==> src/rtl/tjmono_data_tx_if.sv <==
// Hit-injection and token/read/freeze signals between the TJ-Monopix
// readout emulator (slave) and whatever drives it (master).
interface tjmono_data_tx_if;
    logic       HIT_WR;
    logic [5:0] HIT_COL;
    logic [8:0] HIT_ROW;
    logic [5:0] HIT_LE;
    logic [5:0] HIT_TE;
    logic       HIT_FULL;
    logic       READ;
    logic       FREEZE;
    logic       TOKEN;
    logic       DATA;
    logic       BUSY;
    logic [7:0] LOST_CNT;
    logic [7:0] READ_ERR_CNT;

    modport master (
        output HIT_WR, HIT_COL, HIT_ROW, HIT_LE, HIT_TE, READ, FREEZE,
        input  HIT_FULL, TOKEN, DATA, BUSY, LOST_CNT, READ_ERR_CNT
    );

    modport slave (
        input  HIT_WR, HIT_COL, HIT_ROW, HIT_LE, HIT_TE, READ, FREEZE,
        output HIT_FULL, TOKEN, DATA, BUSY, LOST_CNT, READ_ERR_CNT
    );
endinterface

==> src/rtl/tjmono_data_tx.sv <==
// TJ-Monopix chip-side readout emulator: buffers gray-encoded hits, raises
// TOKEN while hits are pending and serializes one 27-bit word per READ edge.
module tjmono_data_tx #(
    parameter int DEPTH_LOG2   = 4,
    parameter int READ_LATENCY = 3
) (
    input logic            CLK,
    input logic            RST_N,
    tjmono_data_tx_if.slave bus
);

    typedef enum logic [1:0] {IDLE, WAIT, SHIFT} state_e;

    localparam logic [DEPTH_LOG2:0] PTR_ONE = {{DEPTH_LOG2{1'b0}}, 1'b1};
    localparam logic [DEPTH_LOG2:0] DEPTH_W = {1'b1, {DEPTH_LOG2{1'b0}}};
    localparam logic [3:0]          LAT     = 4'(READ_LATENCY);

    function automatic logic [5:0] gray6(input logic [5:0] x);
        return x ^ (x >> 1);
    endfunction

    logic [26:0]         mem_q [1 << DEPTH_LOG2];
    logic [DEPTH_LOG2:0] wr_ptr_q, rd_ptr_q, frz_cnt_q, occ;
    logic                read_q, freeze_q, token_q;
    logic [7:0]          lost_q, rerr_q;
    state_e              state_q;
    logic [3:0]          wait_q;
    logic [4:0]          bit_q;
    logic [26:0]         sh_q;
    logic                data_q, busy_q;

    logic        full, empty, push, read_edge, frz_edge, accept;
    logic [26:0] word_in, pop_word;

    assign occ       = wr_ptr_q - rd_ptr_q;
    assign full      = (occ == DEPTH_W);
    assign empty     = (occ == '0);
    assign push      = bus.HIT_WR && !full;
    assign read_edge = bus.READ && !read_q;
    assign frz_edge  = bus.FREEZE && !freeze_q;
    assign accept    = read_edge && (state_q == IDLE) && !empty &&
                       (!bus.FREEZE || (frz_cnt_q != '0));
    assign word_in   = {bus.HIT_COL, gray6(bus.HIT_TE), gray6(bus.HIT_LE), bus.HIT_ROW};
    assign pop_word  = mem_q[rd_ptr_q[DEPTH_LOG2-1:0]];

    // NOTE: the hit storage has no reset; an empty FIFO is defined by the pointers alone.
    always_ff @(posedge CLK) begin
        if (push) mem_q[wr_ptr_q[DEPTH_LOG2-1:0]] <= word_in;
    end

    always_ff @(posedge CLK or negedge RST_N) begin
        if (!RST_N) begin
            wr_ptr_q  <= '0;
            rd_ptr_q  <= '0;
            frz_cnt_q <= '0;
            read_q    <= 1'b0;
            freeze_q  <= 1'b0;
            token_q   <= 1'b0;
            lost_q    <= '0;
            rerr_q    <= '0;
        end else begin
            read_q   <= bus.READ;
            freeze_q <= bus.FREEZE;
            token_q  <= bus.FREEZE ? (frz_cnt_q != '0) : !empty;
            if (push) wr_ptr_q <= wr_ptr_q + PTR_ONE;
            if (accept) rd_ptr_q <= rd_ptr_q + PTR_ONE;
            if (bus.HIT_WR && full && lost_q != 8'hFF) lost_q <= lost_q + 8'd1;
            if (read_edge && !accept && rerr_q != 8'hFF) rerr_q <= rerr_q + 8'd1;
            // The frozen set counts what remains after this cycle's pop, never this cycle's push.
            if (frz_edge)
                frz_cnt_q <= occ - {{DEPTH_LOG2{1'b0}}, accept};
            else if (accept && bus.FREEZE)
                frz_cnt_q <= frz_cnt_q - PTR_ONE;
        end
    end

    always_ff @(posedge CLK or negedge RST_N) begin
        if (!RST_N) begin
            state_q <= IDLE;
            wait_q  <= '0;
            bit_q   <= '0;
            sh_q    <= '0;
            data_q  <= 1'b0;
            busy_q  <= 1'b0;
        end else begin
            case (state_q)
                IDLE: begin
                    if (accept) begin
                        busy_q <= 1'b1;
                        if (LAT == 4'd0) begin
                            state_q <= SHIFT;
                            data_q  <= pop_word[26];
                            sh_q    <= {pop_word[25:0], 1'b0};
                            bit_q   <= '0;
                        end else begin
                            state_q <= WAIT;
                            sh_q    <= pop_word;
                            wait_q  <= '0;
                        end
                    end
                end
                WAIT: begin
                    if (wait_q == LAT - 4'd1) begin
                        state_q <= SHIFT;
                        data_q  <= sh_q[26];
                        sh_q    <= {sh_q[25:0], 1'b0};
                        bit_q   <= '0;
                    end else begin
                        wait_q <= wait_q + 4'd1;
                    end
                end
                SHIFT: begin
                    if (bit_q == 5'd26) begin
                        state_q <= IDLE;
                        data_q  <= 1'b0;
                        busy_q  <= 1'b0;
                    end else begin
                        data_q <= sh_q[26];
                        sh_q   <= {sh_q[25:0], 1'b0};
                        bit_q  <= bit_q + 5'd1;
                    end
                end
                default: state_q <= IDLE;
            endcase
        end
    end

    assign bus.HIT_FULL     = full;
    assign bus.TOKEN        = token_q;
    assign bus.DATA         = data_q;
    assign bus.BUSY         = busy_q;
    assign bus.LOST_CNT     = lost_q;
    assign bus.READ_ERR_CNT = rerr_q;

endmodule

==> src/flat_wrapper.sv <==
// flat-port wrapper written by rule: the top's interface ports become plain ports
module tjmono_data_tx_flat 
#(
    parameter int DEPTH_LOG2   = 4,
    parameter int READ_LATENCY = 3
)
  (CLK, RST_N, bus_HIT_WR, bus_HIT_COL, bus_HIT_ROW, bus_HIT_LE, bus_HIT_TE, bus_READ, bus_FREEZE, bus_HIT_FULL, bus_TOKEN, bus_DATA, bus_BUSY, bus_LOST_CNT, bus_READ_ERR_CNT);
  tjmono_data_tx_if bus_i ();
  input logic CLK;
  input logic RST_N;
  input wire logic [$bits(bus_i.HIT_WR)-1:0] bus_HIT_WR;
  input wire logic [$bits(bus_i.HIT_COL)-1:0] bus_HIT_COL;
  input wire logic [$bits(bus_i.HIT_ROW)-1:0] bus_HIT_ROW;
  input wire logic [$bits(bus_i.HIT_LE)-1:0] bus_HIT_LE;
  input wire logic [$bits(bus_i.HIT_TE)-1:0] bus_HIT_TE;
  input wire logic [$bits(bus_i.READ)-1:0] bus_READ;
  input wire logic [$bits(bus_i.FREEZE)-1:0] bus_FREEZE;
  output wire logic [$bits(bus_i.HIT_FULL)-1:0] bus_HIT_FULL;
  output wire logic [$bits(bus_i.TOKEN)-1:0] bus_TOKEN;
  output wire logic [$bits(bus_i.DATA)-1:0] bus_DATA;
  output wire logic [$bits(bus_i.BUSY)-1:0] bus_BUSY;
  output wire logic [$bits(bus_i.LOST_CNT)-1:0] bus_LOST_CNT;
  output wire logic [$bits(bus_i.READ_ERR_CNT)-1:0] bus_READ_ERR_CNT;
  assign bus_i.HIT_WR = bus_HIT_WR;
  assign bus_i.HIT_COL = bus_HIT_COL;
  assign bus_i.HIT_ROW = bus_HIT_ROW;
  assign bus_i.HIT_LE = bus_HIT_LE;
  assign bus_i.HIT_TE = bus_HIT_TE;
  assign bus_i.READ = bus_READ;
  assign bus_i.FREEZE = bus_FREEZE;
  assign bus_HIT_FULL = bus_i.HIT_FULL;
  assign bus_TOKEN = bus_i.TOKEN;
  assign bus_DATA = bus_i.DATA;
  assign bus_BUSY = bus_i.BUSY;
  assign bus_LOST_CNT = bus_i.LOST_CNT;
  assign bus_READ_ERR_CNT = bus_i.READ_ERR_CNT;
  tjmono_data_tx #(.DEPTH_LOG2(DEPTH_LOG2), .READ_LATENCY(READ_LATENCY)) u_core (.CLK(CLK), .RST_N(RST_N), .bus(bus_i));
endmodule
==> config.mk <==
export PLATFORM = sky130hd
export DESIGN_NAME = tjmono_data_tx_flat
export DESIGN_NICKNAME = d
export VERILOG_FILES = /design/src/rtl/tjmono_data_tx_if.sv /design/src/rtl/tjmono_data_tx.sv /design/src/flat_wrapper.sv
export SDC_FILE = /design/constraint.sdc
export NUM_CORES = 1
export LEC_CHECK = 0
export BUFFER_PORTS_ARGS = -buffer_cell sky130_fd_sc_hd__buf_4
export CAP_MARGIN = 20
export CORE_ASPECT_RATIO = 2
export CORE_MARGIN = 2
export CORE_UTILIZATION = 50
export DETAILED_ROUTE_END_ITERATION = 6
export PLACE_DENSITY = 0.64
export SKIP_LAST_GASP = 1
export SLEW_MARGIN = 20
export SYNTH_ARGS = -nofsm -noshare
export SYNTH_HDL_FRONTEND = slang
export SYNTH_SLANG_ARGS = --single-unit
==> constraint.sdc <==
create_clock -name CLK -period 5.56 [get_ports CLK]
set_input_delay 1.112 -clock CLK [delete_from_list [all_inputs] [get_ports CLK]]
set_output_delay 1.112 -clock CLK [all_outputs]
set_load 0.005 [all_outputs]
After elaboration in Yosys (flattened, before gate mapping)
Memory sizes are Yosys's and may differ from the RTL's.
Cells that the tools add are included.
{ "word_totals": {"reg_bits": 74, "latch_bits": 0, "mem_bits_rw": 432, "romBits": 0, "input_bits": 32, "output_inout_bits": 20, "wordCells": 95, "mem_count": 1} }
{ "memory_table": {"columns": ["memory", "words", "word_bits", "read_ports", "rd_clocked_by_memory_dff", "write_ports", "line", "rtl"], "rows": [
  ["u_core.mem_q", 16, 27, 1, 0, 1, "tjmono_data_tx.sv:22", "logic [26:0] mem_q [1 << DEPTH_LOG2];"]
]} }
{ "classes": {"n_addsub": 9, "mul": 0, "n_div": 0, "order_cmp": 0, "eq_ne": 12, "n_shift": 0, "mux": 25, "n_bitwise": 2, "n_reduce_logical": 32} }
{ "op_table": {"columns": ["op", "count"], "rows": [
  ["27-bit 2-to-1 mux", 3],
  ["27-bit case mux with 3 select lines", 1],
  ["5-bit 2-to-1 mux", 4],
  ["8-bit by 1-bit adder with 8-bit output, second input constant", 2],
  ["8-bit inequality test, second input constant", 2],
  ["5-bit by 1-bit adder with 5-bit output, second input constant", 3],
  ["3-bit AND reduction", 4],
  ["6-bit by 5-bit XOR with 6-bit output", 2],
  ["1-bit logical AND", 11],
  ["5-bit == test, second input constant", 2],
  ["5-bit case mux with 2 select lines", 1],
  ["4-bit 2-to-1 mux", 2],
  ["4-bit case mux with 2 select lines", 1],
  ["2-bit nonzero test", 4],
  ["1-bit 2-to-1 mux", 7],
  ["1-bit logical NOT", 6],
  ["2-bit 2-to-1 mux", 3],
  ["2-bit by 1-bit inequality test with 1-bit output, second input constant", 3],
  ["2-bit case mux with 3 select lines", 1],
  ["5-bit logical NOT", 1],
  ["5-bit nonzero test", 1],
  ["5-bit by 1-bit subtractor with 5-bit output", 1],
  ["5-bit by 1-bit subtractor with 5-bit output, second input constant", 1],
  ["5-bit subtractor", 1],
  ["other kinds (11)", 13]
]} }

Depth between registers and ports, before layout
{ "logic_depth": {"depth_word": 8, "ltp_mapped": 17, "ltp_nobuf": 14} }

Least setup slack after synthesis
No wires, ideal clock.
{ "synth_timing": {"kind": "register to register", "start": "register u_core.rd_ptr_q[1]", "end": "memory u_core.mem_q[3][0], enable pin", "setup_ns": 0.445, "t_arrival_ns": 4.397, "t_required_ns": 5.115, "path_slack_ns": 0.718, "path_stages_with_launch": 13, "n_path_buf": 4, "period_less_slack_ns": 4.842, "path_cell_list": "dfrtp_1 buf_2 buf_2 clkbuf_1 inv_1 ha_1 nand3b_1 and3b_1 o21a_1 a21boi_0 clkbuf_1 nand2_1 nor3_1"} }
{ "synth_via": {"elab_chain_cells": 6} }
{ "synth_lines": {"columns": ["item", "line", "rtl"], "rows": [
  ["from (decl)", "tjmono_data_tx.sv:23", "logic [DEPTH_LOG2:0] wr_ptr_q, rd_ptr_q, frz_cnt_q, occ;"],
  ["from (signal assigned)", "tjmono_data_tx.sv:66", "if (accept) rd_ptr_q <= rd_ptr_q + PTR_ONE;"],
  ["5-bit subtractor", "tjmono_data_tx.sv:35", "assign occ = wr_ptr_q - rd_ptr_q;"],
  ["5-bit == test", "tjmono_data_tx.sv:36", "assign full = (occ == DEPTH_W);"],
  ["1-bit logical NOT", "tjmono_data_tx.sv:38", "assign push = bus.HIT_WR && !full;"],
  ["1-bit logical AND", "tjmono_data_tx.sv:38", null],
  ["1-bit 2-to-1 mux", "tjmono_data_tx.sv:48", "if (push) mem_q[wr_ptr_q[DEPTH_LOG2-1:0]] <= word_in;"],
  ["1-bit 2-to-1 mux (implied by the code)", "tjmono_data_tx.sv:48", null],
  ["to (decl)", "tjmono_data_tx.sv:22", null]
]} }
Every way passes these cells.

Final worst setup path
{ "layout_timing": {"start": "register u_core.rd_ptr_q[1]", "end": "output bus_HIT_FULL"} }
{ "layout_via": {"elab_chain_cells": 2} }
{ "layout_lines": {"columns": ["item", "line", "rtl"], "rows": [
  ["5-bit subtractor", "tjmono_data_tx.sv:35", null],
  ["5-bit == test", "tjmono_data_tx.sv:36", null],
  ["to (decl)", "flat_wrapper.sv:18", "output wire logic [$bits(bus_i.HIT_FULL)-1:0] bus_HIT_FULL;"]
]} }
Every way passes these cells.

==> reports/metrics.cfg <==
[timing]
slew_headroom=0.254
fin_skew_ps=26.7
tns_ps=0
fin_crit_sh=0.695
fmax_ghz=0.259
layout_setup_ws_ps=1700
hold_violations=0
finalCriticalPeriod_ps=3860
setup_violations=0
worstMarginPinSlew_ps=1120
rsz0062_at_grt=false
slew_viol_final=0

[logic_synthesis]
yosys.area.top_type=edfxtp_1
synth_area_leaders=edfxtp_1 62%, dfrtp_1 8.9%, mux2_2 6.1%
yosysWarningCount=0
ys_types=56
async_flop_share=0.146
synth_cells=1256
synthTopCellsByCount=432 x edfxtp_1, 113 x mux2_2, 74 x dfrtp_1, 60 x nand2_1, 57 x o22ai_1
syn_nets=1312
synth_top_cell_area_share=0.624
synth_edf_count=432
synth_flop_cell=edfxtp_1
yosysMostFrequentCell=edfxtp_1
yosysSeqAreaShare=0.713
synth_area_um2=20800
syn_area_per_cell_um2=16.5
ys_seq_elements=506

[global_routing]
grt_antenna_before_repair=0
grt_pass1_vias=11800
grt_overflow_total=0
grt_usage=0.213
grt_first_pass_wirelength_um=68500
grt_max_degree=76

[clocking]
ctsLongestPathBuffers=3
ctsResizeCount=0
hold_buffers=0
cts_setup_buffers=0
htree_levels=2
path_clk_slew_ps=60
numCtsBuffers=44
cts-root-buf=clkbuf_16
cts_tree=yes
cts.sinks=506
clk_latency_ps=570

[cells_and_area]
diodes=0
fin_cells=1875
drive_above_1_share=0.244
regArea_um2=14800
nets=1362
areaGrowthSynthToFinish_pct=12.0
n_fill_cell=3189
multi_input_area_um2=5640

[worst_setup_path]
arrival_ps=2750
reg2reg_to=u_core.mem_q[7][1]$_DFFE_PP_
reg2regPathDepth=7
cp.depth=6
crit_family=flip-flops
cp_cell_sequence=fa_1 -> nand2b_1 -> a21oi_1 -> xor2_1 -> nor2_1 -> buf_4
r2r-start=u_core.rd_ptr_q[1]$_DFFE_PN0N_
end_kind=primary output
r2r_slack_ps=1970
worstPathRequired_ps=4450
max_stage_delay_ps=700
critPathKind=register to primary output
cp_slowest_cell=dfrtp_4
cp-start-kind=register
path_buf_inv=1
cp_max_fo=40

[power_and_ir_drop]
power.density_nw_per_um2=538
finalPower_mw=12.5
power_leakage_nw=8.03
ir_worst_vdd_mv=0.269

[routing]
drtIter0Drc=667
vias=10900
first_pass_iters=5
routed_wl_um=45700
wl_per_cell_um=24.3
drc_errors=0
via_per_inst=5.83
ant_nets=0

[place]
io_buffers=51
dp_cells=1795
gp_congestion=0.777
pre_cts_slack_ps=1960
dp_hpwl_um=26600

[floorplanning]
die_height_um=292
die_area_um2=43300
die_w_um=148
ios=52
coreArea_um2=41000
start_util=0.507
rows=105

[worst_hold_path]
hold_depth=1
worstHoldEndpoint=u_core.wr_ptr_q[4]$_DFFE_PN0P_
worstHoldStart=u_core.wr_ptr_q[4]$_DFFE_PN0P_
hold_class=register to register

[status]
status=finished, final reports clean

[run]
maxCapViolCount=0

==> worst max-delay path by stage <==
stage / to / startpoint
global route: bus_HIT_FULL / u_core.rd_ptr_q[1]$_DFFE_PN0N_
global placement: u_core.mem_q[7][6]$_DFFE_PP_ / u_core.rd_ptr_q[1]$_DFFE_PN0N_
finish: bus_HIT_FULL / u_core.rd_ptr_q[1]$_DFFE_PN0N_
floorplan: u_core.mem_q[3][0]$_DFFE_PP_ / u_core.rd_ptr_q[1]$_DFFE_PN0N_
detailed placement: u_core.frz_cnt_q[1]$_DFFE_PN0P_ / u_core.rd_ptr_q[1]$_DFFE_PN0N_
CTS: bus_HIT_FULL / u_core.rd_ptr_q[1]$_DFFE_PN0N_
==> cells in the final DEF (no fill, tap or decap), drive strengths merged, types with 21 or more instances in the layout <==
cell / synthesis / final
edfxtp: 432 / 432
nor2b: 32 / 32
dfrtp: 74 / 74
nand2: 60 / 60
ha: 23 / 23
mux2i: 30 / 30
mux4: 30 / 30
a211oi: 54 / 54
a21oi: 36 / 36
buf: 23 / 70
nor3: 34 / 34
xnor2: 21 / 21
and3: 21 / 21
clkbuf: 43 / 56
o22ai: 57 / 57
o21ai: 37 / 37
mux2: 134 / 134
==> kinds of logic (layout without fill, tap and decap cells) <==
family                     after synthesis  after routing  share of synthesized area
DFF                                    506            506                      0.713
AOI/OAI and AO/OA                      208            208                     0.0642
and+or+nand+nor                        202            202                     0.0504
muxes                                  194            194                      0.123
buffers and inverters                   83            167                     0.0175
xor gates and xnor gates                39             39                     0.0164
adders and majority gates               24             24                     0.0148
==> sequential cells by signal (all words and copies together) (netlist names) <==
| register | count |
|---|---|
| u_core.freeze_q | 1 |
| u_core.bus.READ_ERR_CNT | 8 |
| u_core.read_q | 1 |
| u_core.sh_q | 27 |
| u_core.bit_q | 5 |
| u_core.mem_q | 432 |
| u_core.bus.BUSY | 1 |
| u_core.bus.DATA | 1 |
| u_core.wait_q | 4 |
| u_core.bus.TOKEN | 1 |
| u_core.frz_cnt_q | 5 |
| u_core.bus.LOST_CNT | 8 |
| u_core.rd_ptr_q | 5 |
| u_core.wr_ptr_q | 5 |
| u_core.state_q | 2 |
==> power breakdown <==
part | internal, mW | switching (mW) | leakage, nW
Clock | 1.91 | 1.37 | 0.737
Combinational | 1.78 | 2.41 | 2.48
Sequential | 4.73 | 0.325 | 4.82
Total | 8.42 | 4.10 | 8.03
==> layer usage <==
| metal | GRT usage | vias up | wire length, um |
|---|---|---|---|
| li1 | - | 4992 | - |
| met4 | 0.0945 | 0 | 1990 |
| met1 | 0.227 | 5548 | 15900 |
| met2 | 0.414 | 278 | 26000 |
| met5 | 0 | - | 0 |
| met3 | 0.0255 | 108 | 1770 |
==> stage by stage <==
stage	instance area, um2	util	hold WS, ps
CTS	23300	0.567	502
floorplan	20800	-	460
finish	23300	0.568	498
detailed placement	21700	0.530	489
global placement	21700	0.530	475
global route	23300	0.568	527
==> worst reg2reg max path, delay by kind of cell (launching register included) <==
| family | cells | cell delay (ps) |
|---|---|---|
| xor+xnor | 1 | 180 |
| flops | 1 | 700 |
| buf+inv | 1 | 260 |
| simple gates | 2 | 1040 |
| fa+ha+maj | 1 | 530 |
| compound gates | 2 | 500 |
==> layout make-up <==
class	instances	area share
clock inverter	24	0.0167
clock buffer	56	0.0497
sequential	506	0.637
multi-input combinational	667	0.242
timing repair buffer	70	0.0226
inverter	17	0.00274
tap	535	0.0288
Note: power is estimated with default switching activity, not from simulation.
